==> src/rtl/core_peripheral_port_pkg.sv <==
// Shared definitions for the core peripheral port: command/report type codes and TX FSM states.
package core_peripheral_port_pkg;

   localparam logic [1:0] PERIPH_REPORT = 2'b00;
   localparam logic [1:0] PERIPH_START  = 2'b01;
   localparam logic [1:0] PERIPH_DATA   = 2'b10;
   localparam logic [1:0] PERIPH_CTRL   = 2'b11;

   typedef enum logic [1:0] {
      StIdle = 2'b00,
      StSend = 2'b01,
      StGap  = 2'b10
   } tx_state_e;

endpackage

==> src/rtl/sync_fifo.sv <==
// Show-ahead synchronous FIFO with exact occupancy count; a push into a full FIFO
// is accepted only when a pop happens on the same edge.
module sync_fifo #(
   parameter int unsigned WIDTH      = 34,
   parameter int unsigned DEPTH_BITS = 3
) (
   input  logic                  clock,
   input  logic                  reset,
   input  logic                  push,
   input  logic                  pop,
   input  logic [WIDTH-1:0]      wdata,
   output logic [WIDTH-1:0]      rdata,
   output logic [DEPTH_BITS:0]   count,
   output logic                  full,
   output logic                  empty
);

   localparam int unsigned DEPTH = 1 << DEPTH_BITS;

   logic [WIDTH-1:0]      mem_q [DEPTH];
   logic [DEPTH_BITS-1:0] wr_ptr_q, wr_ptr_d;
   logic [DEPTH_BITS-1:0] rd_ptr_q, rd_ptr_d;
   logic [DEPTH_BITS:0]   count_q, count_d;
   logic                  do_push, do_pop;

   always_comb begin
      empty    = (count_q == '0);
      full     = (count_q == (DEPTH_BITS+1)'(DEPTH));
      do_pop   = pop & ~empty;
      do_push  = push & (~full | do_pop);
      wr_ptr_d = wr_ptr_q + DEPTH_BITS'(do_push);
      rd_ptr_d = rd_ptr_q + DEPTH_BITS'(do_pop);
      count_d  = count_q + (DEPTH_BITS+1)'(do_push) - (DEPTH_BITS+1)'(do_pop);
      rdata    = mem_q[rd_ptr_q];
      count    = count_q;
   end

   always_ff @(posedge clock or posedge reset) begin
      if (reset) begin
         wr_ptr_q <= '0;
         rd_ptr_q <= '0;
         count_q  <= '0;
      end else begin
         wr_ptr_q <= wr_ptr_d;
         rd_ptr_q <= rd_ptr_d;
         count_q  <= count_d;
      end
   end

   // Storage needs no reset; entries are only visible once count covers them.
   always_ff @(posedge clock) begin
      if (do_push) begin
         mem_q[wr_ptr_q] <= wdata;
      end
   end

endmodule

==> src/rtl/core_peripheral_port.sv <==
// Peripheral endpoint of the core link: RX reports are queued for the host, host commands
// are sent to the core as single-cycle pulses separated by a fixed idle gap.
module core_peripheral_port
   import core_peripheral_port_pkg::*;
#(
   parameter int unsigned DATA_WIDTH = 32,
   parameter int unsigned DEPTH_BITS = 3,
   parameter int unsigned TX_GAP     = 1
) (
   input  logic                  clock,
   input  logic                  reset,
   input  logic [1:0]            to_peripheral,
   input  logic [DATA_WIDTH-1:0] to_peripheral_data,
   input  logic                  to_peripheral_valid,
   output logic [1:0]            from_peripheral,
   output logic [DATA_WIDTH-1:0] from_peripheral_data,
   output logic                  from_peripheral_valid,
   output logic [1:0]            host_rx_type,
   output logic [DATA_WIDTH-1:0] host_rx_data,
   output logic                  host_rx_valid,
   input  logic                  host_rx_ready,
   input  logic [1:0]            host_tx_type,
   input  logic [DATA_WIDTH-1:0] host_tx_data,
   input  logic                  host_tx_valid,
   output logic                  host_tx_ready,
   output logic [DEPTH_BITS:0]   rx_count,
   output logic                  rx_overflow,
   input  logic                  clear_overflow
);

   localparam int unsigned GapW = (TX_GAP > 1) ? $clog2(TX_GAP) : 1;

   logic                  rx_full, rx_empty, rx_drop;
   logic                  overflow_q, overflow_d;
   tx_state_e             state_q, state_d;
   logic [GapW-1:0]       gap_cnt_q, gap_cnt_d;
   logic [1:0]            fp_type_q, fp_type_d;
   logic [DATA_WIDTH-1:0] fp_data_q, fp_data_d;

   sync_fifo #(
      .WIDTH      (DATA_WIDTH + 2),
      .DEPTH_BITS (DEPTH_BITS)
   ) u_rx_fifo (
      .clock (clock),
      .reset (reset),
      .push  (to_peripheral_valid),
      .pop   (host_rx_ready),
      .wdata ({to_peripheral, to_peripheral_data}),
      .rdata ({host_rx_type, host_rx_data}),
      .count (rx_count),
      .full  (rx_full),
      .empty (rx_empty)
   );

   // A full FIFO is never empty, so a same-edge pop always frees the slot.
   always_comb begin
      rx_drop       = to_peripheral_valid & rx_full & ~host_rx_ready;
      overflow_d    = rx_drop | (overflow_q & ~clear_overflow);
      host_rx_valid = ~rx_empty;
      rx_overflow   = overflow_q;
   end

   always_comb begin
      state_d   = state_q;
      gap_cnt_d = gap_cnt_q;
      fp_type_d = fp_type_q;
      fp_data_d = fp_data_q;
      unique case (state_q)
         StIdle: begin
            if (host_tx_valid) begin
               fp_type_d = host_tx_type;
               fp_data_d = host_tx_data;
               state_d   = StSend;
            end
         end
         StSend: begin
            gap_cnt_d = '0;
            state_d   = (TX_GAP > 0) ? StGap : StIdle;
         end
         StGap: begin
            if (gap_cnt_q == GapW'(TX_GAP - 1)) begin
               state_d = StIdle;
            end else begin
               gap_cnt_d = gap_cnt_q + GapW'(1);
            end
         end
         default: state_d = StIdle;
      endcase
   end

   always_comb begin
      from_peripheral       = fp_type_q;
      from_peripheral_data  = fp_data_q;
      from_peripheral_valid = (state_q == StSend);
      host_tx_ready         = (state_q == StIdle) & ~reset;
   end

   always_ff @(posedge clock or posedge reset) begin
      if (reset) begin
         overflow_q <= 1'b0;
         state_q    <= StIdle;
         gap_cnt_q  <= '0;
         fp_type_q  <= PERIPH_REPORT;
         fp_data_q  <= '0;
      end else begin
         overflow_q <= overflow_d;
         state_q    <= state_d;
         gap_cnt_q  <= gap_cnt_d;
         fp_type_q  <= fp_type_d;
         fp_data_q  <= fp_data_d;
      end
   end

endmodule
==> config.mk <==
export PLATFORM = sky130hd
export DESIGN_NAME = core_peripheral_port
export DESIGN_NICKNAME = d
export VERILOG_FILES = /design/src/rtl/core_peripheral_port_pkg.sv /design/src/rtl/sync_fifo.sv /design/src/rtl/core_peripheral_port.sv
export SDC_FILE = /design/constraint.sdc
export NUM_CORES = 1
export LEC_CHECK = 0
export CORE_UTILIZATION = 50
export CTS_CLUSTER_DIAMETER = 150
export CTS_CLUSTER_SIZE = 40
export DETAILED_ROUTE_END_ITERATION = 10
export PLACE_DENSITY_LB_ADDON = 0.1
export REMOVE_ABC_BUFFERS = 1
export SLEW_MARGIN = 5
export SYNTH_ARGS = -nofsm -noshare
export SYNTH_HDL_FRONTEND = slang
export SYNTH_SLANG_ARGS = --single-unit
export TNS_END_PERCENT = 10
==> constraint.sdc <==
create_clock -name clock -period 6.7 [get_ports clock]
set_input_delay 1.005 -clock clock [delete_from_list [all_inputs] [get_ports clock]]
set_output_delay 1.005 -clock clock [all_outputs]
set_load 0.01 [all_outputs]
Word level (Yosys, flattened, before mapping) --
Memories as Yosys holds them, arrays and structs flattened. Cells that the tools add are included.
Storage, ports and cells: bits in writable memories 272, word-level logic and storage cells 44, bits of input ports 74, memories 1, output and inout port bits 76, register bits after elaboration 48
Memory list:
- u_rx_fifo.mem_q | words 8, width 34, read ports 1, clocked after Yosys merged registers in 0, wr ports 1, line sync_fifo.sv:20 | logic [WIDTH-1:0] mem_q [DEPTH];
Cells by class: multiplexer cells 7, reduce and logical (&&, ||, !) cells 5, bitwise gates (word level) 13, eq/ne operators 5, add/subtract/negate cells 5
Operator list (count):
- $add 3x1->3 | 2
- $and 1x1->1 | 6
- $pmux 2 s3 | 1
- $not 1->1 | 5
- $add 4x1->4 | 1
- $eq 4x4->1 const B | 1
- $logic_not 4->1 | 1
- $mux 2 | 2
- $ne 2x2->1 const B | 2
- $reduce_and 2->1 | 2
- $sub 4x1->4 | 1
- $mux 1 | 3
- $eq 2x1->1 const B | 1
- $eq 2x2->1 const B | 1
- $logic_not 2->1 | 1
- $or 1x1->1 | 2
- $pmux 1 s2 | 1
- $reduce_bool 2->1 | 1
- $add 1x1->1 const B | 1

Logic depth before layout (Yosys ltp) --
Gate-level depths: netlist of the first run.
depth in word-level cells 7, depth in mapped cells 9, depth with buffers taken out 9

Hierarchy --
A second synthesis of the first run with hierarchy kept.
Second synthesis, totals: cell total of the unflattened synthesis 529, area, all modules 12326.8 µm²
Modules (own cells, without submodules):
- sync_fifo | seq. area each 8418.1 µm², cells an instance 446, area each 10926.7 µm², times used 1
- core_peripheral_port | seq. area each 925.9 µm², cells an instance 83, area each 1400.1 µm², times used 1

Least setup slack after synthesis of the first run --
OpenSTA, ideal clock, no wires.
path type input -> register, from input port host_rx_ready, to memory u_rx_fifo.mem_q[2][0], enable pin, buffers on the path 0, library setup time 0.522 ns, setup slack 1.314 ns, arrival time 4.864 ns, stages on the path 3, required time 6.178 ns, cell sequence nor2b_1 > o21ai_2 > nor4b_1
On the way: longest elaborated chain between the ends 5
Ends and longest elaborated chain:
- from (decl) | line core_peripheral_port.sv:21 | input logic host_rx_ready,
- $and 1x1->1 | line sync_fifo.sv:29 | do_pop = pop & ~empty;
- $or 1x1->1 | line sync_fifo.sv:30 | do_push = push & (~full | do_pop);
- $and 1x1->1 | line sync_fifo.sv:30
- $mux 1 | line sync_fifo.sv:52 | if (do_push) begin
- $mux 1 (not written as such) | line sync_fifo.sv:53 | mem_q[wr_ptr_q] <= wdata;
- to (decl) | line sync_fifo.sv:20
Every way passes these cells.

Final worst setup path of the first run --
from register u_rx_fifo.rd_ptr_q[0], to output port host_rx_type[1]
On the way: longest elaborated chain between the ends 1
Ends and longest elaborated chain:
- from (decl) | line sync_fifo.sv:22 | logic [DEPTH_BITS-1:0] rd_ptr_q, rd_ptr_d;
- from (signal assigned) | line sync_fifo.sv:45 | rd_ptr_q <= rd_ptr_d;
- $mem_v2 8x34
- to (decl) | line core_peripheral_port.sv:18 | output logic [1:0] host_rx_type,
Every way passes these cells.

==> flow_summary.toml, run 1 <==
[global_routing]
grtUsageTotal = 0.185
grt_pass1_vias = 6171
grt_max_degree = 71
grt_overflow = 0
antenna_found_initial = 0
grt_pass1_wl_mm = 35.4

[clocking]
cts_buffers = 11
post_cts_buffers = 0
cts.sinks = 319
h-tree-depth = 1
cts_tree = "done"
cts_buffer_depth = 3
cts_root_buffer = "clkbuf_16"
clkLatencyLatePin_ps = 500
cts_resized = 0
ctsHoldBuffers = 0
clk_pin_slew_worst_paths_ps = 140

[critical_path]
timing.rr.start = "u_rx_fifo.count[2]"
crit_type = "register to primary output"
rr_worst_depth = 7
start_kind = "register"
worstPathArrival_ps = 3230
end_kind = "primary output"
worstPathRequired_ps = 5690
cp_max_fo = 70
reg2reg_slack_ps = 4140
regToRegEndpoint = "u_rx_fifo.mem_q[6][16]"

[floorplanning]
die_h_um = 160
die_x_um = 160
dieArea_um2 = 25500
pin_count = 150
rows = 57
start_util = 0.510
fp.coreArea_um2 = 24400

[power]
p_per_area_nw_per_um2 = 373
power.leakage_nw = 5.00
ir_drop_v = 0.000240

[finish]
multiInputGateArea_um2 = 2950
syn_to_final_growth_pct = 17.6
diodes = 0
nets = 763
drive_above_1_share = 0.162
fillers = 1752
seqCellArea_um2 = 9350
final_util = 0.600

[yosys]
synth-seq-cells = 319
synth_cell_types = 33
netlist_area_um2 = 12400
netlist_instances = 528
syn-mean-instance-area_um2 = 23.6
yosysWarnings = 0
synth-seq-area-share = 0.751

[worst_hold_path]
min_path_cells = 1
hold_start = "from_peripheral_data[27]"
hold_end = "from_peripheral_data[27]"
worstHoldPathType = "register to register"

[detailed_routing]
via_per_inst = 5.60
firstDrtPassIters = 6
vias = 5640
post_drt_wl_per_cell_um = 22.7
drc_errors = 0
ant_nets = 0
drt_wl_total_mm = 22.9
first_iter_violations = 341

[timing]
fin_crit_sh = 0.633
fin_setup_tns_ps = 0
max_slew.worst_pin.slew_ps = 1200
period_minus_slack_ps = 4240
finalSetupViolations = 0
max_freq_mhz = 236
drv_slew = 0
relSlewSlack = 0.201
hold_violations = 0
rsz0062_at_grt = "false"
fin_worst_skew_ps = 17.9

[flow_run]
drv_cap = 0

[placement]
portBuffers = 149
gp_congestion = 0.738
hpwl_mm = 12.8

[run_status]
status = "complete, no violations"
==> per-layer routing <==
| layer | up-vias | global-route usage | wire length [µm] |
|---|---|---|---|
| met3 | 16 | 0.0429 | 1550 |
| met2 | 166 | 0.320 | 11500 |
| met1 | 2934 | 0.240 | 9570 |
| met5 | - | 0 | 0 |
| li1 | 2524 | - | - |
| met4 | 0 | 0.0376 | 263 |
==> sequential cells by signal, indices dropped and copies added, names as in the netlist <==
signal                count
u_rx_fifo.mem_q         272
from_peripheral_data     32
u_rx_fifo.count           4
u_rx_fifo.rd_ptr_q        3
u_rx_fifo.wr_ptr_q        3
from_peripheral           2
state_q                   2
rx_overflow               1
==> kinds of logic (layout without fill, tap and decap cells) <==
group / count (synthesis) / after routing / share of synthesized area
AOI/OAI and AO/OA: 4 / 4 / 0.00241
xor gates and xnor gates: 5 / 5 / 0.00352
adders and majority gates: 9 / 9 / 0.00965
buffers and inverters: 33 / 189 / 0.0159
DFF: 319 / 319 / 0.751
muxes: 137 / 137 / 0.206
and+or+nand+nor: 21 / 21 / 0.0116
==> Yosys cell counts <==
master,number,area share
nor3b_2,1,0.0010
a21oi_1,1,0.00040
mux4_1,68,0.14
or2_2,1,0.00050
nor4b_1,3,0.0021
and3_1,1,0.00050
o32ai_1,1,0.00070
buf_4,3,0.0018
nor2_1,2,0.00060
buf_1,3,0.00091
buf_6,8,0.0072
nor3_1,2,0.00080
ha_1,8,0.0080
and4b_1,2,0.0016
inv_2,1,0.00030
nor2b_1,3,0.0015
xnor2_1,2,0.0014
or3b_2,1,0.00070
inv_1,8,0.0024
mux2_2,68,0.062
clkbuf_1,8,0.0024
mux2i_1,1,0.00080
nand2_1,2,0.00060
xor2_1,3,0.0021
a21o_1,1,0.00060
edfxtp_1,272,0.66
o21ai_2,1,0.00070
nand3_1,1,0.00040
fa_1,1,0.0016
dfrtp_1,47,0.095
or3b_1,1,0.00070
nor4_1,1,0.00050
buf_2,2,0.00080
==> layout make-up <==
cell class | count | share of cell area
well taps | 324 | 0.0277
inverters | 9 | 0.00231
repair buffers | 163 | 0.109
clock buffers | 17 | 0.0204
multi-input cells | 176 | 0.201
flip-flops and latches | 319 | 0.639
==> where the power goes <==
part	internal (W)	leakage, nW	switching [W]
sequential	0.00250	3.02	0.000305
combinational	0.00110	1.83	0.000705
clock	0.000316	0.146	0.000532
total	0.00391	5.00	0.00154
==> worst max-delay path, cell delays in order (launching register included) <==
cell,delay [ps]
dfrtp_4,1260
mux4_1,670
mux2_2,300
clkdlybuf4s50_1,490
==> placed cells by master (no fill, tap or decap) <==
cell type        Yosys  final
clkbuf_2             0      1
o32ai_1              1      1
nor3_1               2      1
dfrtp_2              0      2
or2_2                1      1
fa_1                 1      1
a21o_1               1      1
nor3b_4              0      1
xor2_1               3      3
nand2_1              2      2
dfrtp_4              0      1
nor4_2               0      1
inv_1                8      7
buf_4                3     14
nor2b_1              3      3
nor2_4               0      1
dfrtp_1             47     44
a21oi_1              1      1
mux4_1              68     68
nor2_1               2      1
nor3_2               0      1
or3b_2               1      1
clkdlybuf4s50_1      0    149
inv_2                1      2
clkbuf_1             8      5
nor4b_2              0      3
or3b_1               1      1
ha_1                 8      8
nand3_1              1      1
and3_1               1      1
o21ai_2              1      1
edfxtp_1           272    272
mux2i_1              1      1
mux2_2              68     68
and4b_2              0      2
clkbuf_16            0     11
xnor2_1              2      2
==> worst max path at each step <==
stage	startpoint	to	slack [ps]	cells after the start
2_1_floorplan	host_rx_ready	u_rx_fifo.mem_q[2][0]	1310	3
3_5_place_dp	u_rx_fifo.rd_ptr_q[0]	host_rx_type[1]	2980	3
5_1_grt	u_rx_fifo.rd_ptr_q[0]	host_rx_data[28]	2290	3
4_1_cts	u_rx_fifo.rd_ptr_q[0]	host_rx_type[1]	2420	3
3_3_place_gp	u_rx_fifo.rd_ptr_q[0]	host_rx_type[1]	2990	3
6_report	u_rx_fifo.rd_ptr_q[0]	host_rx_type[1]	2460	3
==> metrics by stage <==
| stage | setup WS (ps) | cells | hold slack, ps | total power (W) | instance area (µm²) |
|---|---|---|---|---|---|
| global placement | 2990 | 991 | 489 | 0.00464 | 14300 |
| floorplan | 1310 | 504 | 466 | 0.00379 | 12300 |
| detailed placement | 2980 | 991 | 495 | 0.00469 | 14300 |
| CTS | 2420 | 1008 | 526 | 0.00553 | 14600 |
| global route | 2290 | 1008 | 539 | 0.00572 | 14600 |
| finish | 2460 | 1008 | 520 | 0.00545 | 14600 |
No activity file was read; power rests on OpenSTA's default activity.
==> run 2: changes to the inputs <==
==> constraint.sdc (replaced) <==
create_clock -name clock -period 4.4 [get_ports clock]
set_input_delay 0.66 -clock clock [delete_from_list [all_inputs] [get_ports clock]]
set_output_delay 0.66 -clock clock [all_outputs]
set_load 0.01 [all_outputs]
==> run 2 against run 1 <==
  * Worst hold slack better by 1.2 ps
  * Sequential power up 50%
  * Clock skew shrank 6.2 ps
  * Die area unchanged
  * Final cell count up 0.40%
  * Wire length is 0.32% lower
  * Combinational power grew 58%
  * Critical path depth increased by 1
  * First-iteration DRC count fell by 20%
  * Sequential cell count is the same
  * Critical path type unchanged
  * Critical endpoint is now host_rx_data[0]
==> flow_summary.toml, run 2 (same netlist as run 1, synthesis figures left out) <==
[run_status]
status = "complete, no violations"

[critical_path]
critPathMaxStageDelay_ps = 870
start_kind = "register"
timing.rr.start = "u_rx_fifo.count[2]"
crit_type = "register to primary output"
reg2reg_slack_ps = 1700
cp_max_fo = 37
worstSetupStartpoint = "u_rx_fifo.rd_ptr_q[0]"
worstPathRequired_ps = 3740
worstPathCellList = "buf_4, mux4_1, mux2_2, clkdlybuf4s50_1"
end_kind = "primary output"
worstPathArrival_ps = 3060
rr_worst_depth = 7
slowest_stage = "dfrtp_4"
regToRegEndpoint = "u_rx_fifo.mem_q[5][17]"

[global_routing]
use_met1 = 0.238
antenna_found_initial = 0
grt_pass1_vias = 6167
grt_util_met3 = 0.0423
grt_pass1_wl_mm = 34.9
busiest_layer = "met2"
grtUsageTotal = 0.182
grt_max_degree = 48
grt_util_met2 = 0.311
grt_overflow = 0

[clocking]
clk_pin_slew_worst_paths_ps = 130
cts.sinks = 319
cts_resized = 0
cts_root_buffer = "clkbuf_16"
h-tree-depth = 1
ctsHoldBuffers = 0
post_cts_buffers = 0
cts_buffer_depth = 3
cts_tree = "done"
cts_buffers = 11
clkLatencyLatePin_ps = 500

[flow_run]
drv_cap = 0

[floorplanning]
start_util = 0.510
die_x_um = 160
die_h_um = 160
dieArea_um2 = 25500
rows = 57
pin_count = 150
fp.coreArea_um2 = 24400

[worst_hold_path]
hold_end = "from_peripheral_data[5]"
worstHoldPathType = "register to register"
min_path_cells = 1
hold_start = "from_peripheral_data[5]"

[power]
p_int_w = 0.00599
pwr-share-comb = 0.340
ir_drop_v = 0.000310
switchingPower_w = 0.00235
clkPwrFrac = 0.155
pwr-share-seq = 0.505
power.leakage_nw = 5.01
p_per_area_nw_per_um2 = 568
swShare = 0.282

[timing]
period_minus_slack_ps = 3720
drv_slew = 0
rsz0062_at_grt = "false"
finalSetupViolations = 0
relSlewSlack = 0.264
max_slew.worst_pin.slew_ps = 1100
hold_violations = 0
fin_crit_sh = 0.845
max_freq_mhz = 269
hold-worst-slack_ps = 521
fin_worst_skew_ps = 11.7

[placement]
hpwl_mm = 13.0
gp_congestion = 0.671
placedInstanceArea_um2 = 14400
portBuffers = 149

[finish]
layout_commonest_cell = "edfxtp_1"
regMostFlops = "u_rx_fifo.mem_q"
fillers = 1774
most-common-layout-cells = "272 x edfxtp_1, 149 x clkdlybuf4s50_1, 68 x mux2_2, 68 x mux4_1, 44 x dfrtp_1"
final_area_um2 = 14700
nets = 766
drive_above_1_share = 0.164
largest_reg_flops = 272
syn_to_final_growth_pct = 17.9
final_util = 0.601

[detailed_routing]
drc_errors = 0
drt_wl_total_mm = 22.8
via_per_inst = 5.56
post_drt_wl_per_cell_um = 22.5
first_iter_violations = 274
vias = 5627
ant_nets = 0
firstDrtPassIters = 4
run 2: power by group through the flow:
stage          combinational, W  sequential (W)  clock (W)
2_1_floorplan           0.00149         0.00428          0
3_3_place_gp            0.00285         0.00426          0
3_5_place_dp            0.00289         0.00429          0
4_1_cts                 0.00290         0.00422    0.00135
5_1_grt                 0.00304         0.00428    0.00143
6_report                0.00284         0.00421    0.00129
run 2: routing by layer:
| metal | wire length [µm] | vias to the layer above |
|---|---|---|
| li1 | - | 2526 |
| met1 | 9710 | 2932 |
| met2 | 11300 | 150 |
| met3 | 1520 | 19 |
| met4 | 280 | 0 |
| met5 | 0 | - |
run 2: layout make-up:
class,count,area [µm²],area share
sequential,319,9350,0.637
clock buffer,17,298,0.0203
multi-input combinational,176,2950,0.201
antenna,1,2.50,0.000171
timing repair buffer,166,1630,0.111
tap,324,405,0.0276
inverter,9,33.8,0.00230
run 2: per-stage QoR:
stage                     cells  total power (W)  setup TNS (ps)  setup WS [ps]
final                      1012          0.00834               0            681
after global routing       1011          0.00874               0            548
after CTS                  1011          0.00847               0            640
after detailed placement    994          0.00717               0           1200
after global placement      994          0.00711               0           1210
after floorplan             504          0.00577          -75420           -658
run 2: how the worst max path moves through the flow:
| stage | endpoint | slack (ps) | cells past startpoint |
|---|---|---|---|
| CTS | host_rx_data[0] | 640 | 4 |
| detailed placement | host_rx_data[0] | 1200 | 4 |
| global route | host_rx_data[0] | 550 | 4 |
| global placement | host_rx_data[8] | 1210 | 4 |
| finish | host_rx_data[0] | 680 | 4 |
| floorplan | u_rx_fifo.mem_q[2][0] | -660 | 5 |
run 2: critical path, delay by kind of cell (launching register included):
family | cells | cell delay [ps]
multiplexers | 2 | 860
flip-flops | 1 | 870
buffers and inverters | 2 | 820
==> RTL edit: new RTL, flow settings as in run 1 <==
Make the reset (`reset`) synchronous in 2 clocked blocks.
--- a/src/rtl/sync_fifo.sv
+++ b/src/rtl/sync_fifo.sv
@@ -37,3 +37,3 @@
 
-   always_ff @(posedge clock or posedge reset) begin
+   always_ff @(posedge clock) begin
       if (reset) begin
--- a/src/rtl/core_peripheral_port.sv
+++ b/src/rtl/core_peripheral_port.sv
@@ -97,3 +97,3 @@
 
-   always_ff @(posedge clock or posedge reset) begin
+   always_ff @(posedge clock) begin
       if (reset) begin
Function: differs if reset is asserted again (counterexample within 4 cycles, from zero or initial values and one cycle with reset high); with reset held inactive, the same outputs for 4 cycles.
==> RTL edit against run 1 <==
- synthesized area decreased by 0.87%
- routed wire length grew 0.62%
- sequential power decreased by 16%
- sequential cell count unchanged
- worst setup slack worse by 0.14 ns
- global-route usage grew 0.056 points
- first-iteration DRC count grew 20%
- via count grew 5.7%
- final area down 0.94%
- total power fell by 25%
==> RTL edit: results (changes against run 1) <==
[detailed_routing]
via_count = 5960  ; +5.7%
wl_per_cell_um = 21.14  ; -6.9%

[layout]
nets = 843  ; +10%
drive_above_1_share_pct = 10.60  ; -5.6 points

[logic_synthesis]
yosys.area_share.xor_xnor_pct = 0.2130  ; -0.14 points
ys_top_cells_by_count = 272 x edfxtp_1, 70 x nand2_1, 64 x mux4_1, 47 x dfxtp_1, 37 x a21oi_1
synth-async-reset-ratio_pct = 0  ; -15 points
synth_compound_area_share_pct = 1.644  ; +1.4 points
ys_types = 32  ; -3.0%
muxShareOfSynthArea_pct = 17.64  ; -3.0 points
yosys-top-cells-area = edfxtp_1 66%, mux4_1 14%, dfxtp_1 7.6%

[critical_path]
cp_data_arrival_time_ns = 3.37  ; +0.14 ns
startpoint = u_rx_fifo.rd_ptr_q[0]
r2r-start = u_rx_fifo.count[2]

[global_routing]
antenna_found_initial = 1  ; +1
grt_usage_pct = 18.53  ; +0.056 points
grt_max_degree = 50  ; -30%
grt_pass1_wl_um = 36040  ; +1.7%

[place]
dpl_worst_slack_ns = 2.820  ; -0.1612 ns
dp_hpwl_um = 13370  ; +4.4%
globalplace.congestion = 0.7614  ; +3.2%
dpl_cell_area_um2 = 14190  ; -0.97%

[sta]
slew_headroom_pct = 19.44  ; -0.66 points
clock_skew_ns = 0.01530  ; -0.002606 ns

[power]
peakVddDrop_mv = 0.1713  ; -29%

[worst_hold_path]
whs_path_depth = 2  ; +1

[outcome]
status = finished, final reports clean

==> RTL edit: worst paths after layout <==
kind,to,slack [ns]
worst max register to register,u_rx_fifo.mem_q[5][17],4.05
worst min register to register,from_peripheral_data[20],0.47
worst min-delay path,from_peripheral_data[20],0.47
worst max-delay path,host_rx_data[13],2.32
==> RTL edit: layer usage <==
metal	global-route usage [%]	routed length, um
met5	0	0
met4	2.885	214
met3	4.038	1501
met2	32.52	11570
met1	24.23	9735
==> RTL edit: area by class of cell <==
| cell class | count | area, um^2 |
|---|---|---|
| fillers | 1778 | 9754 |
| well taps | 324 | 405.4 |
| multi-input cells | 261 | 3065 |
| inverters | 5 | 18.77 |
| clock buffers | 17 | 297.8 |
| repair buffers | 162 | 1589 |
| flip-flops and latches | 319 | 9115 |
| diodes | 1 | 2.502 |
==> RTL edit: report_power, final <==
| group | switching (mW) | internal [mW] |
|---|---|---|
| logic | 0.375 | 0.527 |
| registers | 0.0832 | 2.28 |
| clock network | 0.528 | 0.314 |
==> RTL edit: logic make-up (layout without fill, tap and decap cells) <==
group | after synthesis | count (layout)
buffers and inverters | 38 | 184
other | 0 | 1
and+or+nand+nor | 106 | 106
adders and majority gates | 9 | 9
muxes | 104 | 104
DFF | 319 | 319
xor gates and xnor gates | 3 | 3
AOI/OAI and AO/OA | 39 | 39
==> RTL edit: worst max-delay path, cell delays in order, from the launching register on <==
cell and delay, ns:
dfxtp_4 0.74, buf_4 0.63, mux4_1 0.65, mux2_2 0.29
clkdlybuf4s50_1 0.53
